<file path="src/rtl/result_serializer_pkg.sv">
// Shared constants and types for the result serializer: default array
// geometry, the FSM state encoding and a small width helper.
package result_serializer_pkg;

  localparam int DEF_WIDTH = 8;
  localparam int DEF_ROW   = 4;
  localparam int DEF_COL   = 4;

  typedef enum logic {
    IDLE  = 1'b0,
    SHIFT = 1'b1
  } state_t;

  // $clog2 that never returns 0, so a 1-entry range still gets a 1-bit counter
  function automatic int clog2_min1(input int value);
    return (value <= 2) ? 1 : $clog2(value);
  endfunction

endpackage

</file>
<file path="src/rtl/result_serializer_if.sv">
// Word-in / beat-out stream bundle of the result serializer.
// With RESULT_SERIALIZER_PARITY_EN defined the bundle also carries out_parity_o.
interface result_serializer_if #(
  parameter int DATA_WIDTH = 64,
  parameter int OUT_WIDTH  = 8
);
  logic                  valid_i;
  logic [DATA_WIDTH-1:0] data_i;
  logic                  out_ready_i;
  logic                  out_valid_o;
  logic [OUT_WIDTH-1:0]  out_data_o;
  logic                  out_last_o;
`ifdef RESULT_SERIALIZER_PARITY_EN
  logic                  out_parity_o;

  modport master (
    output valid_i, data_i, out_ready_i,
    input  out_valid_o, out_data_o, out_last_o, out_parity_o
  );
  modport slave (
    input  valid_i, data_i, out_ready_i,
    output out_valid_o, out_data_o, out_last_o, out_parity_o
  );
`else
  modport master (
    output valid_i, data_i, out_ready_i,
    input  out_valid_o, out_data_o, out_last_o
  );
  modport slave (
    input  valid_i, data_i, out_ready_i,
    output out_valid_o, out_data_o, out_last_o
  );
`endif
endinterface

</file>
<file path="src/rtl/result_serializer_sync_fifo.sv">
// Synchronous FIFO for whole result words. The caller is responsible for
// only pushing when not full (or popping on the same edge) and only popping
// when not empty. flush_i empties the FIFO on the next edge.
module sync_fifo #(
  parameter int WIDTH = 64,
  parameter int DEPTH = 4
) (
  input  logic                   clk_i,
  input  logic                   rstn_i,
  input  logic                   flush_i,
  input  logic                   push_i,
  input  logic                   pop_i,
  input  logic [WIDTH-1:0]       wdata_i,
  output logic [WIDTH-1:0]       rdata_o,
  output logic                   full_o,
  output logic                   empty_o,
  output logic [$clog2(DEPTH):0] level_o
);

  localparam int AW = $clog2(DEPTH);

  logic [WIDTH-1:0] mem_q [DEPTH];
  logic [AW-1:0]    wr_ptr_q, wr_ptr_d;
  logic [AW-1:0]    rd_ptr_q, rd_ptr_d;
  logic [AW:0]      count_q, count_d;

  // pointer and occupancy update; power-of-2 depth lets pointers wrap freely
  always_comb begin
    wr_ptr_d = wr_ptr_q;
    rd_ptr_d = rd_ptr_q;
    count_d  = count_q;
    if (flush_i) begin
      wr_ptr_d = '0;
      rd_ptr_d = '0;
      count_d  = '0;
    end else begin
      if (push_i) wr_ptr_d = wr_ptr_q + 1'b1;
      if (pop_i)  rd_ptr_d = rd_ptr_q + 1'b1;
      case ({push_i, pop_i})
        2'b10:   count_d = count_q + 1'b1;
        2'b01:   count_d = count_q - 1'b1;
        default: count_d = count_q;
      endcase
    end
  end

  // pointer/count registers
  always_ff @(posedge clk_i or negedge rstn_i) begin
    if (!rstn_i) begin
      wr_ptr_q <= '0;
      rd_ptr_q <= '0;
      count_q  <= '0;
    end else begin
      wr_ptr_q <= wr_ptr_d;
      rd_ptr_q <= rd_ptr_d;
      count_q  <= count_d;
    end
  end

  // storage array; contents need no reset since occupancy guards reads
  always_ff @(posedge clk_i) begin
    if (push_i && !flush_i) mem_q[wr_ptr_q] <= wdata_i;
  end

  assign rdata_o = mem_q[rd_ptr_q];
  assign full_o  = (count_q == (AW+1)'(DEPTH));
  assign empty_o = (count_q == '0);
  assign level_o = count_q;

endmodule

</file>
<file path="src/rtl/result_serializer.sv">
// Result serializer: buffers DATA_WIDTH-bit result words in a FIFO and
// streams each one out as DATA_WIDTH/OUT_WIDTH beats, LSB slice first.
// Optional feature macro: RESULT_SERIALIZER_PARITY_EN adds out_parity_o.
module result_serializer
  import result_serializer_pkg::*;
#(
  parameter int WIDTH      = DEF_WIDTH,
  parameter int ROW        = DEF_ROW,
  parameter int COL        = DEF_COL,
  parameter int DATA_WIDTH = WIDTH * (ROW + COL),
  parameter int OUT_WIDTH  = 8,
  parameter int DEPTH      = 4
) (
  input  logic                    clk_i,
  input  logic                    rstn_i,
  input  logic                    en_i,
  input  logic                    flush_i,
  result_serializer_if.slave      bus,
  output logic                    overflow_o,
  output logic [$clog2(DEPTH):0]  level_o
);

  localparam int BEATS = DATA_WIDTH / OUT_WIDTH;
  localparam int CW    = clog2_min1(BEATS);

  state_t                state_q, state_d;
  logic [DATA_WIDTH-1:0] shift_q, shift_d;
  logic [CW-1:0]         cnt_q, cnt_d;
  logic                  valid_q, valid_d;
  logic                  last_q, last_d;
  logic                  ovf_q, ovf_d;

  logic                  fifo_full, fifo_empty, fifo_push, fifo_pop, fifo_flush;
  logic [DATA_WIDTH-1:0] fifo_rdata;

  assign fifo_flush = en_i && flush_i;
  // a pop on the same edge frees a slot, so a full FIFO still takes the word
  assign fifo_push  = en_i && !flush_i && bus.valid_i && (!fifo_full || fifo_pop);

  sync_fifo #(
    .WIDTH (DATA_WIDTH),
    .DEPTH (DEPTH)
  ) u_fifo (
    .clk_i   (clk_i),
    .rstn_i  (rstn_i),
    .flush_i (fifo_flush),
    .push_i  (fifo_push),
    .pop_i   (fifo_pop),
    .wdata_i (bus.data_i),
    .rdata_o (fifo_rdata),
    .full_o  (fifo_full),
    .empty_o (fifo_empty),
    .level_o (level_o)
  );

  // next-state for FSM, slice counter, shift register and sticky overflow
  always_comb begin
    state_d  = state_q;
    shift_d  = shift_q;
    cnt_d    = cnt_q;
    valid_d  = valid_q;
    last_d   = last_q;
    ovf_d    = ovf_q;
    fifo_pop = 1'b0;
    if (en_i) begin
      if (flush_i) begin
        state_d = IDLE;
        shift_d = '0;
        cnt_d   = '0;
        valid_d = 1'b0;
        last_d  = 1'b0;
        ovf_d   = 1'b0;
      end else begin
        case (state_q)
          IDLE: begin
            if (!fifo_empty) begin
              fifo_pop = 1'b1;
              shift_d  = fifo_rdata;
              cnt_d    = '0;
              valid_d  = 1'b1;
              last_d   = (BEATS == 1);
              state_d  = SHIFT;
            end
          end
          SHIFT: begin
            if (bus.out_ready_i) begin
              if (last_q) begin
                if (!fifo_empty) begin
                  fifo_pop = 1'b1;
                  shift_d  = fifo_rdata;
                  cnt_d    = '0;
                  valid_d  = 1'b1;
                  last_d   = (BEATS == 1);
                end else begin
                  shift_d = '0;
                  cnt_d   = '0;
                  valid_d = 1'b0;
                  last_d  = 1'b0;
                  state_d = IDLE;
                end
              end else begin
                shift_d = shift_q >> OUT_WIDTH;
                cnt_d   = cnt_q + 1'b1;
                last_d  = (cnt_q == CW'(BEATS - 2));
              end
            end
          end
          default: state_d = IDLE;
        endcase
        if (bus.valid_i && fifo_full && !fifo_pop) ovf_d = 1'b1;
      end
    end
  end

  // state and registered stream outputs
  always_ff @(posedge clk_i or negedge rstn_i) begin
    if (!rstn_i) begin
      state_q <= IDLE;
      shift_q <= '0;
      cnt_q   <= '0;
      valid_q <= 1'b0;
      last_q  <= 1'b0;
      ovf_q   <= 1'b0;
    end else begin
      state_q <= state_d;
      shift_q <= shift_d;
      cnt_q   <= cnt_d;
      valid_q <= valid_d;
      last_q  <= last_d;
      ovf_q   <= ovf_d;
    end
  end

  assign bus.out_valid_o = valid_q;
  assign bus.out_data_o  = shift_q[OUT_WIDTH-1:0];
  assign bus.out_last_o  = last_q;
  assign overflow_o      = ovf_q;

`ifdef RESULT_SERIALIZER_PARITY_EN
  logic parity_q, parity_d;

  assign parity_d = ^shift_d[OUT_WIDTH-1:0];

  // parity registered alongside the beat it covers
  always_ff @(posedge clk_i or negedge rstn_i) begin
    if (!rstn_i) parity_q <= 1'b0;
    else         parity_q <= parity_d;
  end

  assign bus.out_parity_o = parity_q;
`endif

endmodule

</file>
<file path="src/flat_wrapper.sv">
// flat-port wrapper written by rule: the top's interface ports become plain ports
module result_serializer_flat import result_serializer_pkg::*;
#(
  parameter int WIDTH      = DEF_WIDTH,
  parameter int ROW        = DEF_ROW,
  parameter int COL        = DEF_COL,
  parameter int DATA_WIDTH = WIDTH * (ROW + COL),
  parameter int OUT_WIDTH  = 8,
  parameter int DEPTH      = 4
)
  (clk_i, rstn_i, en_i, flush_i, overflow_o, level_o, bus_valid_i, bus_data_i, bus_out_ready_i, bus_out_valid_o, bus_out_data_o, bus_out_last_o);
  result_serializer_if #(.DATA_WIDTH(DATA_WIDTH), .OUT_WIDTH(OUT_WIDTH)) bus_i ();
  input  logic clk_i;
  input  logic rstn_i;
  input  logic en_i;
  input  logic flush_i;
  output logic overflow_o;
  output logic [$clog2(DEPTH):0] level_o;
  input wire logic [$bits(bus_i.valid_i)-1:0] bus_valid_i;
  input wire logic [$bits(bus_i.data_i)-1:0] bus_data_i;
  input wire logic [$bits(bus_i.out_ready_i)-1:0] bus_out_ready_i;
  output wire logic [$bits(bus_i.out_valid_o)-1:0] bus_out_valid_o;
  output wire logic [$bits(bus_i.out_data_o)-1:0] bus_out_data_o;
  output wire logic [$bits(bus_i.out_last_o)-1:0] bus_out_last_o;
  assign bus_i.valid_i = bus_valid_i;
  assign bus_i.data_i = bus_data_i;
  assign bus_i.out_ready_i = bus_out_ready_i;
  assign bus_out_valid_o = bus_i.out_valid_o;
  assign bus_out_data_o = bus_i.out_data_o;
  assign bus_out_last_o = bus_i.out_last_o;
  result_serializer #(.WIDTH(WIDTH), .ROW(ROW), .COL(COL), .DATA_WIDTH(DATA_WIDTH), .OUT_WIDTH(OUT_WIDTH), .DEPTH(DEPTH)) u_core (.clk_i(clk_i), .rstn_i(rstn_i), .en_i(en_i), .flush_i(flush_i), .bus(bus_i), .overflow_o(overflow_o), .level_o(level_o));
endmodule
</file>
<file path="config.mk">
export PLATFORM = sky130hd
export DESIGN_NAME = result_serializer_flat
export DESIGN_NICKNAME = d
export VERILOG_FILES = /design/src/rtl/result_serializer_pkg.sv /design/src/rtl/result_serializer_if.sv /design/src/rtl/result_serializer_sync_fifo.sv /design/src/rtl/result_serializer.sv /design/src/flat_wrapper.sv
export SDC_FILE = /design/constraint.sdc
export NUM_CORES = 1
export LEC_CHECK = 0
export CORE_UTILIZATION = 45
export CTS_BUF_LIST = sky130_fd_sc_hd__clkbuf_2
export CTS_CLUSTER_DIAMETER = 40
export DETAILED_ROUTE_END_ITERATION = 10
export DONT_BUFFER_PORTS = 1
export PLACE_DENSITY = 0.7
export SLEW_MARGIN = 20
export SYNTH_ARGS = -nofsm -noshare
export SYNTH_HDL_FRONTEND = slang
export SYNTH_SLANG_ARGS = --single-unit
</file>
<file path="constraint.sdc">
create_clock -name clk_i -period 3.4 [get_ports clk_i]
set_input_delay 0.68 -clock clk_i [delete_from_list [all_inputs] [get_ports clk_i]]
set_output_delay 0.68 -clock clk_i [all_outputs]
set_load 0.02 [all_outputs]
</file>
; Yosys cells after proc, flatten, opt, wreduce, memory -nomap -nowiden
; Memories as Yosys holds them, arrays and structs flattened.
; Index checks and enable logic that the tools add are counted.
[totals]
regBits = 78
mem_bits_rw = 256
input_bits = 70
out_inout_bits = 14
wordCells = 86
memories = 1
[op_classes]
addsub = 5
eq_ne = 7
n_mux = 43
n_bitwise = 1
reduce_logical = 20
[memory_table]
columns = memory, depth, word_bits, read_ports, rd_clocked_by_memory_dff, wr, line_no
row1 = u_core.u_fifo.mem_q, 4, 64, 1, 0, 1, result_serializer_sync_fifo.sv:22  ; logic [WIDTH-1:0] mem_q [DEPTH];
[op_table]
columns = operator, count
row1 = 2-to-1 mux 64 bit, 5
row2 = case mux 64 bit (2 select lines), 1
row3 = 2-to-1 mux 1 bit, 22
row4 = 2-to-1 mux 3 bit, 5
row5 = case mux 3 bit (2 select lines), 2
row6 = "inequality test 3 bit, second input constant", 3
row7 = 2-to-1 mux 2 bit, 4
row8 = case mux 1 bit (2 select lines), 4
row9 = logical AND 1 bit, 7
row10 = "adder 3 x 1 -> 3 bit, second input constant", 2
row11 = "== test 3 bit, second input constant", 2
row12 = nonzero test 2 bit, 3
row13 = "adder 2 x 1 -> 2 bit, second input constant", 2
row14 = logical NOT 1 bit, 4
row15 = AND reduction 4 bit, 1
row16 = logical NOT 3 bit, 1
row17 = AND reduction 3 bit, 1
row18 = nonzero test 3 bit, 1
row19 = "subtractor 3 x 1 -> 3 bit, second input constant", 1
row20 = "== test 2 x 1 -> 1 bit, second input constant", 1
row21 = "== test 2 bit, second input constant", 1
row22 = AND reduction 2 bit, 1
row23 = logical OR 1 bit, 1
row24 = inverter 1 bit, 1

; Depth between registers and ports, before layout
[logic_depth]
word_depth = 14
depth_mapped = 10
depth_no_buf = 8

; By module
; Synthesis repeated with hierarchy kept, for this count alone.
[unflattened]
cells_unflattened = 638
area_unflattened_um2 = 12946.2
[modules_own_cells]
columns = module, n_inst, cells_per_inst, area_each_um2, seq_area_each_um2
row1 = sync_fifo, 1, 377, 9669.3, 7862.5
row2 = result_serializer, 1, 261, 3276.9, 1776.7

; Worst setup path after synthesis
; OpenSTA, ideal clock, no wires.
[synth_timing]
kind = input-to-reg
start = input port flush_i
end = memory u_core.u_fifo.mem_q[1][0] (enable)
setup_time_ns = 0.429
arrival_time_ns = 3.036
path_slack_ns = -0.065
path_stages = 4
path_cell_list = clkbuf_1 -> nand2b_1 -> a311oi_2 -> and2_1
[synth_via]
elab_chain_cells = 7
[synth_lines]
columns = item, line_no
row1 = start: declaration, flat_wrapper.sv:16  ; input logic flush_i;
row2 = 2-to-1 mux 1 bit / logical NOT 1 bit (equally long branches), "result_serializer.sv:66, result_serializer.sv:38"
row3 = 2-to-1 mux 1 bit / logical AND 1 bit (equally long branches), "result_serializer.sv:65, result_serializer.sv:38"
row4 = logical OR 1 bit / logical AND 1 bit (equally long branches), result_serializer.sv:38  ; assign fifo_push = en_i && !flush_i && bus.valid_i && (!fifo_full || fifo_pop);
row5 = logical AND 1 bit, result_serializer.sv:38
row6 = logical AND 1 bit (*), result_serializer_sync_fifo.sv:62  ; if (push_i && !flush_i) mem_q[wr_ptr_q] <= wdata_i;
row7 = 2-to-1 mux 1 bit (*), result_serializer_sync_fifo.sv:62
row8 = 2-to-1 mux 1 bit (implied by the code) (*), result_serializer_sync_fifo.sv:62
row9 = end: declaration, result_serializer_sync_fifo.sv:22
; Every way passes the cells marked *; elsewhere a longest branch is shown, timed or not.

; Final worst setup path
[layout_timing]
start = register u_core.last_q, in the netlist u_core.bus.out_last_o
end = memory u_core.u_fifo.mem_q[0][0] (enable)
[layout_via]
elab_chain_cells = 12
[layout_lines]
columns = item, line_no
row1 = start: declaration, result_serializer.sv:30  ; logic last_q, last_d;
row2 = start signal: assignment, result_serializer.sv:129  ; last_q <= last_d;
row3 = 2-to-1 mux 1 bit, result_serializer.sv:87  ; if (last_q) begin
row4 = 2-to-1 mux 1 bit, result_serializer.sv:86  ; if (bus.out_ready_i) begin
row5 = case mux 1 bit (2 select lines), result_serializer.sv:74  ; case (state_q)
row6 = 2-to-1 mux 1 bit, result_serializer.sv:66  ; if (flush_i) begin
row7 = 2-to-1 mux 1 bit, result_serializer.sv:65  ; if (en_i) begin
row8 = 2-to-1 mux 1 bit, result_serializer.sv:66
row9 = 2-to-1 mux 1 bit, result_serializer.sv:65
row10 = logical OR 1 bit, result_serializer.sv:38
row11 = logical AND 1 bit, result_serializer.sv:38
row12 = logical AND 1 bit, result_serializer_sync_fifo.sv:62
row13 = 2-to-1 mux 1 bit, result_serializer_sync_fifo.sv:62
row14 = 2-to-1 mux 1 bit (implied by the code), result_serializer_sync_fifo.sv:62
; Every way passes these cells. The select of a mux whose other input is x is not followed.

==> impl_metrics.toml <==
[logic_synthesis]
netlist_instances = 704
synth.avg_cell_area_um2 = 18.2
synth_cell_type_count = 43
synth_edf_count = 256
ys_async_sr_fraction = 0.234
ys_ff_latch = 334
synth_seq_area_share = 0.751
synth_ff_type = "edfxtp_1"
synthesis.area_um2 = 12800
yosysWarnings = 0
syn-num-nets = 781

[critical_path]
end_kind = "flip-flop"
worst_r2r_startpoint = "u_core.bus.out_last_o$_DFFE_PN0P_"
critPathMaxStageDelay_ps = 580
regToRegSetupSlack_ps = 860
path_class = "flip-flop to flip-flop"
r2r-end = "u_core.u_fifo.mem_q[0][0]$_DFFE_PP_"
cp.arrival_ps = 2970
slowest_stage = "dfrtp_1"
r2r_cells = 4
cp_top_family = "compound AO/OA/AOI/OAI gates"
cp.required_ps = 3830
startpoint_type = "flip-flop"
crit_chain = "a21boi_2 > a311oi_2 > and2_2 > buf_4"
cp_num_buf_inv = 1
cp_max_fo = 44

[clocking]
clk_latency_ps = 830
cts_tree = "built"
clk_pin_slew_worst_paths_ps = 130
post_cts_resized = 0
clockBufferDepth = 3
cts.htree.levels = 3
cts.sinks = 334
cts-root-buf = "clkbuf_2"
numCtsBuffers = 82

[finish]
area_delta_synth_final_pct = 15.2
nNetsFinal = 905
drive_gt1_frac = 0.251
register_area_um2 = 9640
multiInputGateArea_um2 = 2930
num-fill-cells = 2265

[drt]
drcViolationCount = 0
drt-initial-drc-count = 576
wl_per_cell_um = 20.5
ant_nets = 0
routed_wl_mm = 26.4
via_per_inst = 5.39
via_count = 6916
dr.pass1.iters = 5

[die]
boundaryPins = 84
fp.dieW_um = 171
rows = 61
core_um2 = 27900
die_h_um = 171
start_util = 0.459
dieArea_um2 = 29200

[placed_design]
hpwlAfterDp_mm = 15.3
numPortBuffers = 0
gp_congestion = 0.808

[sta]
rsz0062_at_grt = "false"
whs_ps = 68.3
worst_pin_slew_ps = 762
clock_skew_ps = 66.2
max-slew-margin-rel = 0.492
max_freq_mhz = 394
hold_viol = 0
setup_violations = 0
timing.setup.tns_ps = 0
fin_crit_sh = 0.747
period_needed_ps = 2540
maxSlewViolCount = 0

[run_status]
outcome = "complete, no violations"

[global_routing]
antenna_found_initial = 10
grt.total_usage = 0.189
grt_max_degree = 79
grt_pass1_wl_mm = 41.1
first_global_vias = 7504
grt_overflow = 0

[power]
ir_worst_vdd_uv = 308
power_density_nw_per_um2 = 672
p_leak_nw = 5.42

[min_path]
hold_end = "u_core.u_fifo.level_o[2]$_DFFE_PN0P_"
holdPathStages = 2
hold_class = "primary input to flip-flop"
worstHoldStart = "en_i"

[flow_run]
max_cap_viol_count = 0
sequential cells by signal, summed over array words and instances, names as in the netlist:
name and flops:
u_core.u_fifo.level_o 3, u_core.shift_q 64, u_core.state_q 1, u_core.cnt_q 3
u_core.bus.out_last_o 1, u_core.u_fifo.rd_ptr_q 2, u_core.overflow_o 1, u_core.u_fifo.mem_q 256
u_core.u_fifo.wr_ptr_q 2, u_core.bus.out_valid_o 1
area by class of cell:
cell class	count	area share
flip-flops and latches	334	0.653
clock buffers	122	0.0413
diodes	9	0.00152
well taps	378	0.0320
multi-input cells	315	0.198
repair buffers	83	0.0593
clock inverters	31	0.0124
inverters	12	0.00305
worst max-delay path by stage:
stage / start / end / slack [ps] / cells after the start
after detailed placement: flush_i / u_core.u_fifo.mem_q[1][33]$_DFFE_PP_ / 810 / 4
after floorplan: flush_i / u_core.u_fifo.level_o[2]$_DFFE_PN0P_ / 610 / 10
after global routing: u_core.bus.out_last_o$_DFFE_PN0P_ / u_core.u_fifo.mem_q[0][0]$_DFFE_PP_ / 710 / 4
final: u_core.bus.out_last_o$_DFFE_PN0P_ / u_core.u_fifo.mem_q[0][0]$_DFFE_PP_ / 860 / 4
after global placement: flush_i / u_core.u_fifo.mem_q[1][30]$_DFFE_PP_ / 910 / 4
after CTS: u_core.bus.out_last_o$_DFFE_PN0P_ / u_core.u_fifo.mem_q[0][0]$_DFFE_PP_ / 870 / 4
synthesized netlist by cell type, types with 2 or more instances:
| cell type | instances | area [um2] |
|---|---|---|
| edfxtp_1 | 256 | 7690 |
| nor2_1 | 5 | 18.8 |
| and2_1 | 5 | 31.3 |
| and3_1 | 3 | 18.8 |
| nor3_1 | 2 | 10.0 |
| inv_1 | 12 | 45.0 |
| clkbuf_1 | 7 | 26.3 |
| o22ai_1 | 4 | 25.0 |
| dfrtp_1 | 78 | 1950 |
| nand2b_1 | 4 | 25.0 |
| nand3b_1 | 2 | 15.0 |
| nand2_1 | 115 | 432 |
| nor2b_1 | 3 | 18.8 |
| a22oi_1 | 54 | 405 |
| buf_4 | 9 | 67.6 |
| o21ai_0 | 10 | 50.1 |
| o211ai_1 | 2 | 15.0 |
| nand3_1 | 3 | 15.0 |
| a21oi_1 | 3 | 15.0 |
| mux2i_1 | 3 | 30.0 |
| a22o_1 | 8 | 70.1 |
| ha_1 | 6 | 75.1 |
| buf_2 | 26 | 130 |
| xnor2_1 | 2 | 17.5 |
| mux4_2 | 64 | 1440 |
repair_timing:
item	4_1_cts	5_1_grt
hold buffers	69	0
setup buffers	0	0
hold endpoints to repair	337	0
layout by cell type, fill, tap and decap left out, drive strengths merged, types with 6 or more instances in the layout:
cell and count:
diode 9, a22o 8, clkbuf 122, inv 13
a22oi 54, dfrtp 78, clkinv 26, buf 15
dlygate4sd3 68, edfxtp 256, nand2 115, mux4 64
o21ai 10, ha 6
through the flow:
step / setup WS [ps] / util / total power (W) / cells / instance area, um2
2_1_floorplan: 609 / - / 0.00675 / 704 / 12800
4_1_cts: 867 / 0.528 / 0.0101 / 1275 / 14800
6_report: 860 / 0.529 / 0.00994 / 1284 / 14800
5_1_grt: 714 / 0.529 / 0.0105 / 1283 / 14800
3_3_place_gp: 914 / 0.475 / 0.00717 / 1053 / 13300
3_5_place_dp: 809 / 0.475 / 0.00725 / 1053 / 13300
power by group:
group	internal (W)	switching [W]	leakage, nW	total, W
clock network	0.00112	0.00155	0.592	0.00267
logic	0.000996	0.000991	1.46	0.00199
registers	0.00479	0.000487	3.37	0.00528
total	0.00691	0.00303	5.42	0.00994
per-layer routing:
| metal | part of all wire | GRT usage |
|---|---|---|
| met5 | 0.00049 | 0 |
| met4 | 0.020 | 0.0769 |
| met3 | 0.079 | 0.0583 |
| met2 | 0.50 | 0.305 |
| met1 | 0.40 | 0.239 |
kinds of logic (layout without fill, tap and decap cells):
logic type,count (synthesis),in the layout,share of synthesized area
buffers and inverters,55,248,0.0213
and+or+nand+nor,148,148,0.0503
AOI/OAI and AO/OA,91,91,0.0537
DFF,334,334,0.751
adders and majority gates,7,7,0.00741
muxes,67,67,0.115
other,0,9,0
xor gates and xnor gates,2,2,0.00137
Power figures use the tool's default switching activity.
